`src/rtl/ddmtd_loop_dco.sv`:
```
`default_nettype none
// -----------------------------------------------------------------------------
// ddmtd_loop_dco : PI loop filter on DDMTD phase error steering a phase-acc NCO
// Rev 1.0
// -----------------------------------------------------------------------------
module ddmtd_loop_dco #(
  parameter int               COUNT_W  = 16,
  parameter int               ACC_W    = 24,
  parameter logic [ACC_W-1:0] FTW_NOM  = 24'h100000,
  parameter logic [ACC_W-1:0] FTW_MIN  = 24'h080000,
  parameter logic [ACC_W-1:0] FTW_MAX  = 24'h200000,
  parameter int               KP_SHIFT = 4,
  parameter int               KI_SHIFT = 8,
  parameter int               LOCK_TOL = 2,
  parameter int               LOCK_CNT = 8
) (
  input  logic               clk_sys,
  input  logic               rst_n,
  input  logic               ena,
  input  logic               phase_valid,
  input  logic [COUNT_W-1:0] phase_err_beat,
  output logic               clk_fb_out,
  output logic [ACC_W-1:0]   ftw,
  output logic               locked,
  output logic               clamp
);

  localparam int IW = ACC_W + KI_SHIFT;
  localparam int RW = IW + 2;
  localparam int CW = $clog2(LOCK_CNT + 1);

  // Integrator saturates symmetrically, so the most negative code is never used.
  localparam logic signed [IW:0]     SAT_HI  = (IW+1)'((64'sd1 <<< (IW - 1)) - 64'sd1);
  localparam logic signed [IW:0]     SAT_LO  = -SAT_HI;
  localparam logic signed [RW-1:0]   NOM_X   = {{(RW-ACC_W){1'b0}}, FTW_NOM};
  localparam logic signed [RW-1:0]   MIN_X   = {{(RW-ACC_W){1'b0}}, FTW_MIN};
  localparam logic signed [RW-1:0]   MAX_X   = {{(RW-ACC_W){1'b0}}, FTW_MAX};
  localparam logic [CW-1:0]          CNT_MAX = CW'(LOCK_CNT);
  localparam logic [COUNT_W:0]       TOL     = (COUNT_W+1)'(LOCK_TOL);

  logic [ACC_W-1:0]        acc_q, acc_d;
  logic                    clk_fb_out_q, clk_fb_out_d;
  logic signed [IW-1:0]    integ_q, integ_d;
  logic signed [ACC_W-1:0] err_q, err_d;
  logic                    upd_q, upd_d;
  logic [ACC_W-1:0]        ftw_q, ftw_d;
  logic [CW-1:0]           lock_cnt_q, lock_cnt_d;
  logic                    locked_q, locked_d;
  logic                    clamp_q, clamp_d;

  logic signed [IW:0]      integ_sum;
  logic signed [RW-1:0]    err_x, integ_x, prop, ipart, raw;
  logic [COUNT_W:0]        err_ext, err_abs;
  logic                    in_tol;
  logic [CW-1:0]           cnt_inc;

  always_comb begin
    integ_sum = {integ_q[IW-1], integ_q}
              + {{(IW+1-COUNT_W){phase_err_beat[COUNT_W-1]}}, phase_err_beat};
    err_x     = {{(RW-ACC_W){err_q[ACC_W-1]}}, err_q};
    integ_x   = {{(RW-IW){integ_q[IW-1]}}, integ_q};
    prop      = err_x <<< KP_SHIFT;
    ipart     = integ_x >>> KI_SHIFT;
    raw       = NOM_X + prop + ipart;
    // One extra bit so the most negative error has a representable magnitude.
    err_ext   = {phase_err_beat[COUNT_W-1], phase_err_beat};
    err_abs   = err_ext[COUNT_W] ? (~err_ext + 1'b1) : err_ext;
    in_tol    = (err_abs <= TOL);
    cnt_inc   = (lock_cnt_q == CNT_MAX) ? lock_cnt_q : lock_cnt_q + 1'b1;

    acc_d        = acc_q;
    clk_fb_out_d = clk_fb_out_q;
    integ_d      = integ_q;
    err_d        = err_q;
    upd_d        = upd_q;
    ftw_d        = ftw_q;
    lock_cnt_d   = lock_cnt_q;
    locked_d     = locked_q;
    clamp_d      = clamp_q;

    if (ena) begin
      acc_d        = acc_q + ftw_q;
      clk_fb_out_d = acc_q[ACC_W-1];

      if (upd_q) begin
        upd_d = 1'b0;
        if (raw < MIN_X) begin
          ftw_d   = FTW_MIN;
          clamp_d = 1'b1;
        end else if (raw > MAX_X) begin
          ftw_d   = FTW_MAX;
          clamp_d = 1'b1;
        end else begin
          ftw_d   = raw[ACC_W-1:0];
          clamp_d = 1'b0;
        end
      end

      // A new strobe re-arms stage 2 even if it is consuming the previous sample.
      if (phase_valid) begin
        err_d = {{(ACC_W-COUNT_W){phase_err_beat[COUNT_W-1]}}, phase_err_beat};
        if (integ_sum > SAT_HI) begin
          integ_d = SAT_HI[IW-1:0];
        end else if (integ_sum < SAT_LO) begin
          integ_d = SAT_LO[IW-1:0];
        end else begin
          integ_d = integ_sum[IW-1:0];
        end
        upd_d = 1'b1;

        if (in_tol) begin
          lock_cnt_d = cnt_inc;
          locked_d   = (cnt_inc == CNT_MAX);
        end else begin
          lock_cnt_d = '0;
          locked_d   = 1'b0;
        end
      end
    end
  end

  always_ff @(posedge clk_sys or negedge rst_n) begin
    if (!rst_n) begin
      acc_q        <= '0;
      clk_fb_out_q <= 1'b0;
      integ_q      <= '0;
      err_q        <= '0;
      upd_q        <= 1'b0;
      ftw_q        <= FTW_NOM;
      lock_cnt_q   <= '0;
      locked_q     <= 1'b0;
      clamp_q      <= 1'b0;
    end else begin
      acc_q        <= acc_d;
      clk_fb_out_q <= clk_fb_out_d;
      integ_q      <= integ_d;
      err_q        <= err_d;
      upd_q        <= upd_d;
      ftw_q        <= ftw_d;
      lock_cnt_q   <= lock_cnt_d;
      locked_q     <= locked_d;
      clamp_q      <= clamp_d;
    end
  end

  assign clk_fb_out = clk_fb_out_q;
  assign ftw        = ftw_q;
  assign locked     = locked_q;
  assign clamp      = clamp_q;

endmodule
`default_nettype wire

```
`config.mk`:
```
export PLATFORM = sky130hd
export DESIGN_NAME = ddmtd_loop_dco
export DESIGN_NICKNAME = d
export VERILOG_FILES = /design/src/rtl/ddmtd_loop_dco.sv
export SDC_FILE = /design/constraint.sdc
export NUM_CORES = 1
export LEC_CHECK = 0
export BUFFER_PORTS_ARGS = -buffer_cell sky130_fd_sc_hd__buf_2
export CORE_MARGIN = 3
export CORE_UTILIZATION = 48
export DETAILED_ROUTE_END_ITERATION = 8
export PLACE_DENSITY = 0.65
export SLEW_MARGIN = 20
export SYNTH_ARGS = -nofsm -noshare
export SYNTH_HDL_FRONTEND = slang
export SYNTH_SLANG_ARGS = --single-unit
```
`constraint.sdc`:
```
create_clock -name clk_sys -period 4.7 [get_ports clk_sys]
set_clock_uncertainty 0.15 [all_clocks]
set_input_delay 0.235 -clock clk_sys [delete_from_list [all_inputs] [get_ports clk_sys]]
set_output_delay 0.235 -clock clk_sys [all_outputs]
set_load 0.01 [all_outputs]
```
* Word level (Yosys, flattened, before mapping)
Cells that the tools add are included.
Widths: inputs -> output; s select.
** Operators by class
- Shift-type cells :: 0
- Magnitude comparators :: 5
- $mul :: 0
- Reduce and logical (&&, ||, !) cells :: 2
- Bitwise operators :: 1
- Add/subtract/negate cells :: 6
- Div/mod/pow operators :: 0
- Mux-type cells :: 11
- Eq/ne operators :: 2
** Operator list (count)
- $mux 32 :: 2
- $mux 24 :: 2
- $add 32x16->33 :: 1
- $gt 33x32->1 const B :: 1
- $lt 33x32->1 const B :: 1
- $add 23x24->25 :: 1
- $gt 25x23->1 const B :: 1
- $lt 25x21->1 const B :: 1
- $add 24x24->24 :: 1
- $add 22x20->23 const A :: 1
- $add 17x1->17 const B :: 1
- $le 17x2->1 const B :: 1
- $mux 17 :: 1
- $not 17->17 :: 1
- $eq 4x4->1 const B :: 2
- $mux 4 :: 2
- $add 4x1->4 const B :: 1
- $mux 1 :: 4
- $reduce_and 2->1 :: 2
** Storage, ports and cells
- Latch bits :: 0
- Word-level logic and storage cells :: 36
- Memories :: 0
- Register bits after elaboration :: 104
- Input port bits :: 20
- Memory bits (read-only) :: 0
- Output and inout bits :: 27
- RAM bits :: 0

* Depth between registers and ports, before layout
Gate-level depths: netlist of run 1.
- Word-level depth :: 5
- Gate-level depth with buffers :: 15
- Mapped depth without buffers :: 14

* Least setup slack after synthesis of run 1
Ideal clock, no wire load.
- Path kind :: register to register
- Start :: reg integ_q[21]
- End :: reg ftw_q[12], in the netlist ftw[12]
- Buffers on the path :: 1
- Data arrival time :: 3462 ps
- Library setup time :: 121 ps
- Slack :: 967 ps
- Clock period less this slack :: 3733 ps
- Data required time :: 4429 ps
- Cell stages (with the launch flop) :: 14
- Cell sequence :: dfrtp_1 ha_1 ha_1 a21o_1 a2111oi_0 a21boi_0 o31ai_1 a211o_1 xnor2_1 or2_2 and2_1 o2111a_2 buf_6 a22o_2
** Between the ends
- Cells in the longest elaborated chain, start to end :: 4
- Elaborated cells on any way between the ends :: 5
- Those cells by class :: add/sub (1); order compare (2); mux (2)
** Ends and longest elaborated chain
- from (decl) :: RTL line 43 : logic signed [IW-1:0] integ_q, integ_d;
- from (signal assigned) :: RTL line 136 : integ_q <= integ_d;
- $add 23x24->25 * :: RTL line 64 : raw = NOM_X + prop + ipart;
- $gt 25x23->1 :: RTL line 90 : end else if (raw > MAX_X) begin
- $mux 24 :: RTL line 90
- $mux 24 * :: RTL line 87 : if (raw < MIN_X) begin
- to (signal assigned) :: RTL line 139 : ftw_q <= ftw_d;
- to (decl) :: RTL line 46 : logic [ACC_W-1:0] ftw_q, ftw_d;
Mark *: on every way between the ends. The rest lies on a longest branch, timed or not.
A chain may end at the register's enable or synchronous reset.

* Final worst setup path of run 1
- Start :: reg integ_q[21]
- End :: reg ftw_q[11], in the netlist ftw[11]
The elaborated chain is that of the path after synthesis.

==> results of run 1 <==
==> cell families (layout without fill, tap and decap cells) <==
| group | Yosys count | after routing | synth area share [%] |
|---|---|---|---|
| mux | 33 | 33 | 4.26 |
| compound gates | 295 | 295 | 24.4 |
| fa+ha+maj | 100 | 100 | 15.1 |
| simple gates | 286 | 286 | 16.1 |
| flops | 104 | 104 | 30.8 |
| xor+xnor | 60 | 60 | 6.21 |
| buf+inv | 70 | 114 | 3.19 |
==> state kept, by name, summed over array words and instances (netlist names) <==
register    count
err_q          16
lock_cnt_q      4
ftw            24
upd_q           1
clamp           1
integ_q        32
clk_fb_out      1
acc_q          24
locked          1
==> worst max-delay path: stages (launching register included) <==
cell and delay, ns:
dfrtp_1 0.42, ha_1 0.31, ha_1 0.37, a21o_1 0.19
a2111oi_0 0.37, a21boi_0 0.31, o31ai_1 0.12, a211o_1 0.34
and2_1 0.17, o21ai_0 0.18, mux2i_1 0.45, o2111ai_1 0.38
o31ai_2 0.26
==> synth_stat cells (6+ instances only) <==
library cell | number | share of area [%]
dfrtp_1 | 103 | 30
ha_1 | 97 | 14
nand2_1 | 97 | 4.3
nor2_1 | 72 | 3.2
a21oi_1 | 54 | 3.2
o21ai_0 | 52 | 3.1
inv_1 | 42 | 1.9
xnor2_1 | 38 | 3.9
a21o_1 | 36 | 3.2
a311oi_1 | 29 | 3.0
nand3_1 | 26 | 1.5
clkbuf_1 | 24 | 1.1
mux2_2 | 24 | 3.2
xor2_1 | 22 | 2.3
nor3_1 | 18 | 1.1
a31oi_1 | 15 | 1.1
a211oi_1 | 14 | 1.2
nand2b_1 | 14 | 1.0
and2_1 | 10 | 0.74
o21bai_1 | 10 | 0.89
a22o_2 | 9 | 1.1
mux2i_1 | 9 | 1.1
o21a_1 | 9 | 0.80
a21boi_0 | 7 | 0.62
and3_1 | 7 | 0.52
nand4_1 | 6 | 0.44
o211ai_1 | 6 | 0.53
==> layout by cell type, fill, tap and decap left out, types with 8 or more instances in the layout <==
master / instances
a211oi_1: 14
xor2_1: 22
a22o_2: 9
o21bai_1: 10
clkbuf_16: 9
xnor2_1: 38
and2_1: 10
nand2_1: 97
a21o_1: 36
nand3_1: 26
mux2i_1: 9
nor2_1: 72
ha_1: 97
o21ai_0: 52
inv_1: 42
dfrtp_1: 103
nor3_1: 17
buf_4: 8
buf_2: 45
o21a_1: 9
mux2_2: 24
a21oi_1: 54
nand2b_1: 14
a31oi_1: 15
a311oi_1: 29
==> repair_timing <==
item,4_1_cts,5_1_grt
hold buffers,3,0
hold endpoints to repair,69,0
setup buffers,0,0
==> report_power, final <==
| group | internal, µW | switching, µW | total (µW) |
|---|---|---|---|
| registers | 1230 | 283 | 1510 |
| logic | 1770 | 2340 | 4110 |
| clock network | 364 | 347 | 711 |
==> per-layer routing <==
metal	global-route usage (%)	share of wire [%]	vias up
met5	0	0	-
met4	5.10	1.7	0
met1	30.6	50	3439
met3	3.69	3.9	32
li1	-	-	3629
met2	33.2	44	157
==> layout make-up <==
type	count	area share, %
inverters	42	1.71
flip-flops and latches	104	28.2
clock buffers	11	2.52
repair buffers	56	3.42
well taps	220	2.99
clock inverters	5	0.421
multi-input cells	774	60.7
==> metrics by stage <==
stage          cells  util [%]  power (µW)
4_1_cts         1212      54.4        6320
3_5_place_dp    1193      52.7        5580
2_1_floorplan    948         -        4640
6_report        1212      54.4        6330
3_3_place_gp    1193      52.7        5520
5_1_grt         1212      54.4        6920
==> worst paths after layout <==
path | from | end | slack, ns | depth (start not counted)
min in group asynchronous | rst_n | acc_q[23] | 0.37 | 2
max reg2reg | integ_q[21] | ftw[11] | 0.59 | 12
max | integ_q[21] | ftw[11] | 0.59 | 12
min | phase_err_beat[12] | err_q[12] | 0.02 | 3
max in group asynchronous | rst_n | integ_q[1] | 3.00 | 3
min reg2reg | acc_q[23] | acc_q[23] | 0.33 | 1
==> run_results.csv, run 1 <==
group,metric,value,unit
placed_design,post-place-ws,0.676,ns
layout,fin_nets,1107,
clock_network,cts_tree,"done",
placed_design,routabilityCongestion,0.914,
placed_design,placed_cell_area,8920,µm²
synth,synth-edff-count,0,
layout,n_antenna_cell,0,
power,ir_worst_vdd,0.546,mV
die,die_area,19300,µm²
clock_network,h-tree-depth,3,
synth,synth_ff_type,"dfrtp_1",
timing,final.setup.tns,0,ns
global_route,grt_overflow,0,
setup_path,endpoint_kind,"flop",
die,core_area,16900,µm²
route,vias_per_cell,5.99,
timing,max_freq,0.243,GHz
route,wl,20600,µm
layout,multiInputGateArea,5600,µm²
timing,tightest_slew,0.891,ns
timing,drv_slew,0,
clock_network,cts_resized,0,
layout,drive_gt1_share,11.6,%
power,p_per_area,687,nW/µm²
die,io_pins,47,
global_route,grt_pass1_wl,34300,µm
setup_path,cp.arrival,4.23,ns
layout,seqCellArea,2600,µm²
timing,period_minus_slack,4.11,ns
synth,async_reset_ff_share,100,%
timing,period_share,87.5,%
global_route,grtUsageTotal,21.2,%
route,routedWlPerCell,17.0,µm
synth,syn_area_per_cell,8.93,µm²
route,post-route-drc-count,0,
synth,synth_seq_cells,104,
clock_network,cts_made_buffers,9,
die,start_util,50.0,%
synth,synth_nets,1068,
setup_path,start_kind,"flop",
clock_network,clock_latency,0.36,ns
route,ant_nets,0,
route,drt_first_pass_iters,5,
synth,synth_area,8460,µm²
placed_design,hpwl,15800,µm
layout,fillCellCount,1622,
setup_path,criticalPathCategory,"reg -> reg",
synth,synth.distinct_cells,74,
layout,final_area,9220,µm²
synth,yosys_warnings,0,
worst_hold_path,hp-class,"in -> reg",
timing,whs,0.0180,ns
placed_design,port_buffers,46,
clock_network,cts-root-buf,"clkbuf_16",
global_route,grt_max_degree,70,
power,power_leakage,0.00433,µW
clock_network,numClockSinks,104,
flow_run,cap_violations,0,
clock_network,clk_pin_slew,0.07,ns
setup_path,critPathMaxFanout,6,
setup_path,required,4.82,ns
die,die_y,139,µm
layout,area_growth,8.93,%
global_route,antenna_found_initial,0,
timing,worst_slack,0.589,ns
timing,rsz0062_at_grt,"no",
die,rows,47,
route,vias,7257,
timing,setup_violations,0,
synth,yosysSeqAreaShare,30.8,%
clock_network,clockBufferDepth,2,
synth,syn_inst,948,
run_status,status,"completed",
global_route,grt_pass1_vias,6842,
timing,hold_violations,0,
die,fp.dieW,139,µm
timing,slew_headroom,40.6,%
route,drt_iter0_drc,475,
Note: power is estimated with default switching activity, not from simulation.
==> run 2: changes to the inputs <==
Settings changed: CELL_PAD_IN_SITES_DETAIL_PLACEMENT set to 0, CELL_PAD_IN_SITES_GLOBAL_PLACEMENT set to 1, CORE_UTILIZATION 48 to 40, PLACE_DENSITY 0.65 to not set, PLACE_DENSITY_LB_ADDON set to 0.1.
==> run 2 against run 1 <==
Via count shrank 1.1%. Die area grew 19%. Register-to-register slack lost 0.03 ns. Fmax shrank 0.67%. Combinational power is essentially flat. Sequential power is essentially flat. Clock-buffer cell count shrank 2. Final area grew 0.87%. Highest routed layer unchanged. Sequential share of layout area shrank 0.24 points. First-iteration DRC count shrank 32%. Sequential cell count is the same.
==> run_results.csv, run 2 (same netlist as run 1, synthesis figures left out) <==
group,metric,value,unit
clock_network,h-tree-depth,3,
run_status,status,"completed",
global_route,grt_pass1_wl,35900,µm
layout,fin_nets,1107,
layout,drive_gt1_share,11.9,%
setup_path,r2r_setup_slack,0.56,ns
flow_run,cap_violations,0,
power,p_switching,3020,µW
setup_path,required,4.76,ns
placed_design,hpwl,17000,µm
route,drt_first_pass_iters,5,
global_route,met3_usage,3.12,%
die,fp.dieW,151,µm
clock_network,numClockSinks,104,
timing,tightest_slew,0.923,ns
clock_network,clock_latency,0.36,ns
global_route,grt_max_degree,69,
layout,fillCellCount,2072,
power,p_seq_share,23.7,%
route,vias_per_cell,5.69,
layout,final_area,9300,µm²
power,clockPowerShare,11.8,%
clock_network,cts_resized,0,
placed_design,routabilityCongestion,0.846,
timing,final.setup.tns,0,ns
timing,period_share,88.1,%
setup_path,path_cells,"ha_1 -> ha_1 -> a21o_1 -> a2111oi_0 -> a21boi_0 -> o31ai_1 -> a211o_1 -> xnor2_1 -> or2_2 -> and2_1 -> o2111ai_1 -> o21ai_0",
placed_design,placed_cell_area,8990,µm²
setup_path,path_common_cell,"ha_1",
global_route,antenna_found_initial,0,
layout,area_growth,9.88,%
timing,period_minus_slack,4.14,ns
power,p_int,3370,µW
route,ant_nets,0,
worst_hold_path,hp-class,"in -> reg",
setup_path,path_delay_family,"compound AO/OA/AOI/OAI gates",
layout,layout_common_cells,"dfrtp_1 (103), nand2_1 (97), ha_1 (97), nor2_1 (72), a21oi_1 (54)",
setup_path,start_kind,"flop",
layout,largest_reg_flops,32,
timing,slew_headroom,38.5,%
route,drt_iter0_drc,321,
die,rows,52,
worst_hold_path,hold_start,"phase_err_beat[12]",
die,io_pins,47,
power,switching_share,47.2,%
global_route,met2_usage,31.5,%
setup_path,criticalPathCategory,"reg -> reg",
die,core_area,20500,µm²
die,die_y,151,µm
layout,top_register,"integ_q",
route,vias,7179,
route,wl,22100,µm
global_route,grt_pass1_vias,6818,
timing,setup_violations,0,
global_route,grtUsageTotal,19.5,%
setup_path,reg2reg_depth,12,
clock_network,clockBufferDepth,2,
clock_network,cts_made_buffers,9,
layout,n_antenna_cell,0,
worst_hold_path,worstHoldEndpoint,"err_q[12]",
timing,rsz0062_at_grt,"no",
route,post-route-drc-count,0,
power,combPwrFrac,64.6,%
setup_path,crit_path_top_delay_cell,"o2111ai_1",
power,ir_worst_vdd,0.612,mV
die,die_area,22900,µm²
setup_path,reg2reg_from,"integ_q[21]",
clock_network,clk_pin_slew,0.07,ns
clock_network,cts_tree,"done",
worst_hold_path,worstHoldPathCells,3,
power,power_leakage,0.00434,µW
clock_network,cts-root-buf,"clkbuf_16",
placed_design,port_buffers,46,
setup_path,endpoint_kind,"flop",
setup_path,critPathMaxStageDelay,0.51,ns
route,routedWlPerCell,17.5,µm
setup_path,cp.arrival,4.20,ns
timing,max_freq,0.242,GHz
global_route,grt.busiest_layer,"met2",
global_route,grt_util_met1,28.1,%
global_route,grt_overflow,0,
timing,hold_violations,0,
setup_path,rr_endpoint,"ftw[16]",
die,start_util,41.3,%
timing,drv_slew,0,
power,p_per_area,688,nW/µm²
layout,layout_commonest_cell,"dfrtp_1",
setup_path,critPathMaxFanout,6,
setup_path,crit_buf_inv,0,
-- run 2: cell types whose count changed in the layout (fill, tap and decap cells not counted) --
cell and change:
clkinv_4 +1, clkbuf_1 -2, buf_4 +1, inv_6 -1
dlygate4sd3_1 -1, clkinv_8 +1, inv_8 +1
-- run 2: repair_timing --
| action | CTS | global route |
|---|---|---|
| setup buffers | 0 | 0 |
| endpoints found under the setup margin | 0 | 0 |
| hold endpoints to repair | 67 | 0 |
| hold buffers | 2 | 0 |
-- run 2: worst max path at each step --
stage | start | endpoint | cells after the start
after floorplan | integ_q[21] | ftw[12] | 13
after global placement | integ_q[21] | ftw[11] | 12
after detailed placement | integ_q[21] | ftw[11] | 12
after CTS | integ_q[21] | ftw[16] | 12
after global routing | integ_q[21] | ftw[16] | 12
final | integ_q[21] | ftw[16] | 12
-- run 2: stage by stage --
| step | cells | total power [µW] | hold WS, ns | util (%) | setup WS (ns) |
|---|---|---|---|---|---|
| floorplan | 948 | 4640 | -0.211 | - | 0.967 |
| global placement | 1244 | 5630 | 0.292 | 43.9 | 0.675 |
| detailed placement | 1244 | 5640 | 0.286 | 43.9 | 0.612 |
| CTS | 1262 | 6440 | 0.0136 | 45.4 | 0.548 |
| global route | 1262 | 7030 | 0.0202 | 45.4 | 0.319 |
| finish | 1262 | 6400 | 0.0242 | 45.4 | 0.561 |
-- run 2: layout make-up --
| class | instances | area, µm² | share of cell area, % |
|---|---|---|---|
| tap | 270 | 338 | 3.63 |
| timing repair buffer | 56 | 313 | 3.36 |
| clock inverter | 7 | 66.3 | 0.713 |
| inverter | 42 | 158 | 1.70 |
| sequential | 104 | 2600 | 28.0 |
| clock buffer | 9 | 225 | 2.42 |
| multi-input combinational | 774 | 5600 | 60.2 |
-- run 2: power by group through the flow --
stage / sequential, µW / clock, µW / combinational [µW]
floorplan: 1460 / 0 / 3180
global placement: 1520 / 0 / 4110
detailed placement: 1540 / 0 / 4110
CTS: 1520 / 781 / 4140
global route: 1560 / 821 / 4640
finish: 1510 / 753 / 4130
-- run 2: routing by layer --
layer,share of wire (%),wire length [µm],up-vias
met2,45,10000,109
met4,0.94,208,0
met1,51,11200,3428
met3,2.9,645,11
met5,0,0,-
li1,-,-,3631
-- run 2: tightest hold or removal path, stage by stage --
cell and delay, ns:
buf_2 0.15, nand2_1 0.07, nand2_1 0.04
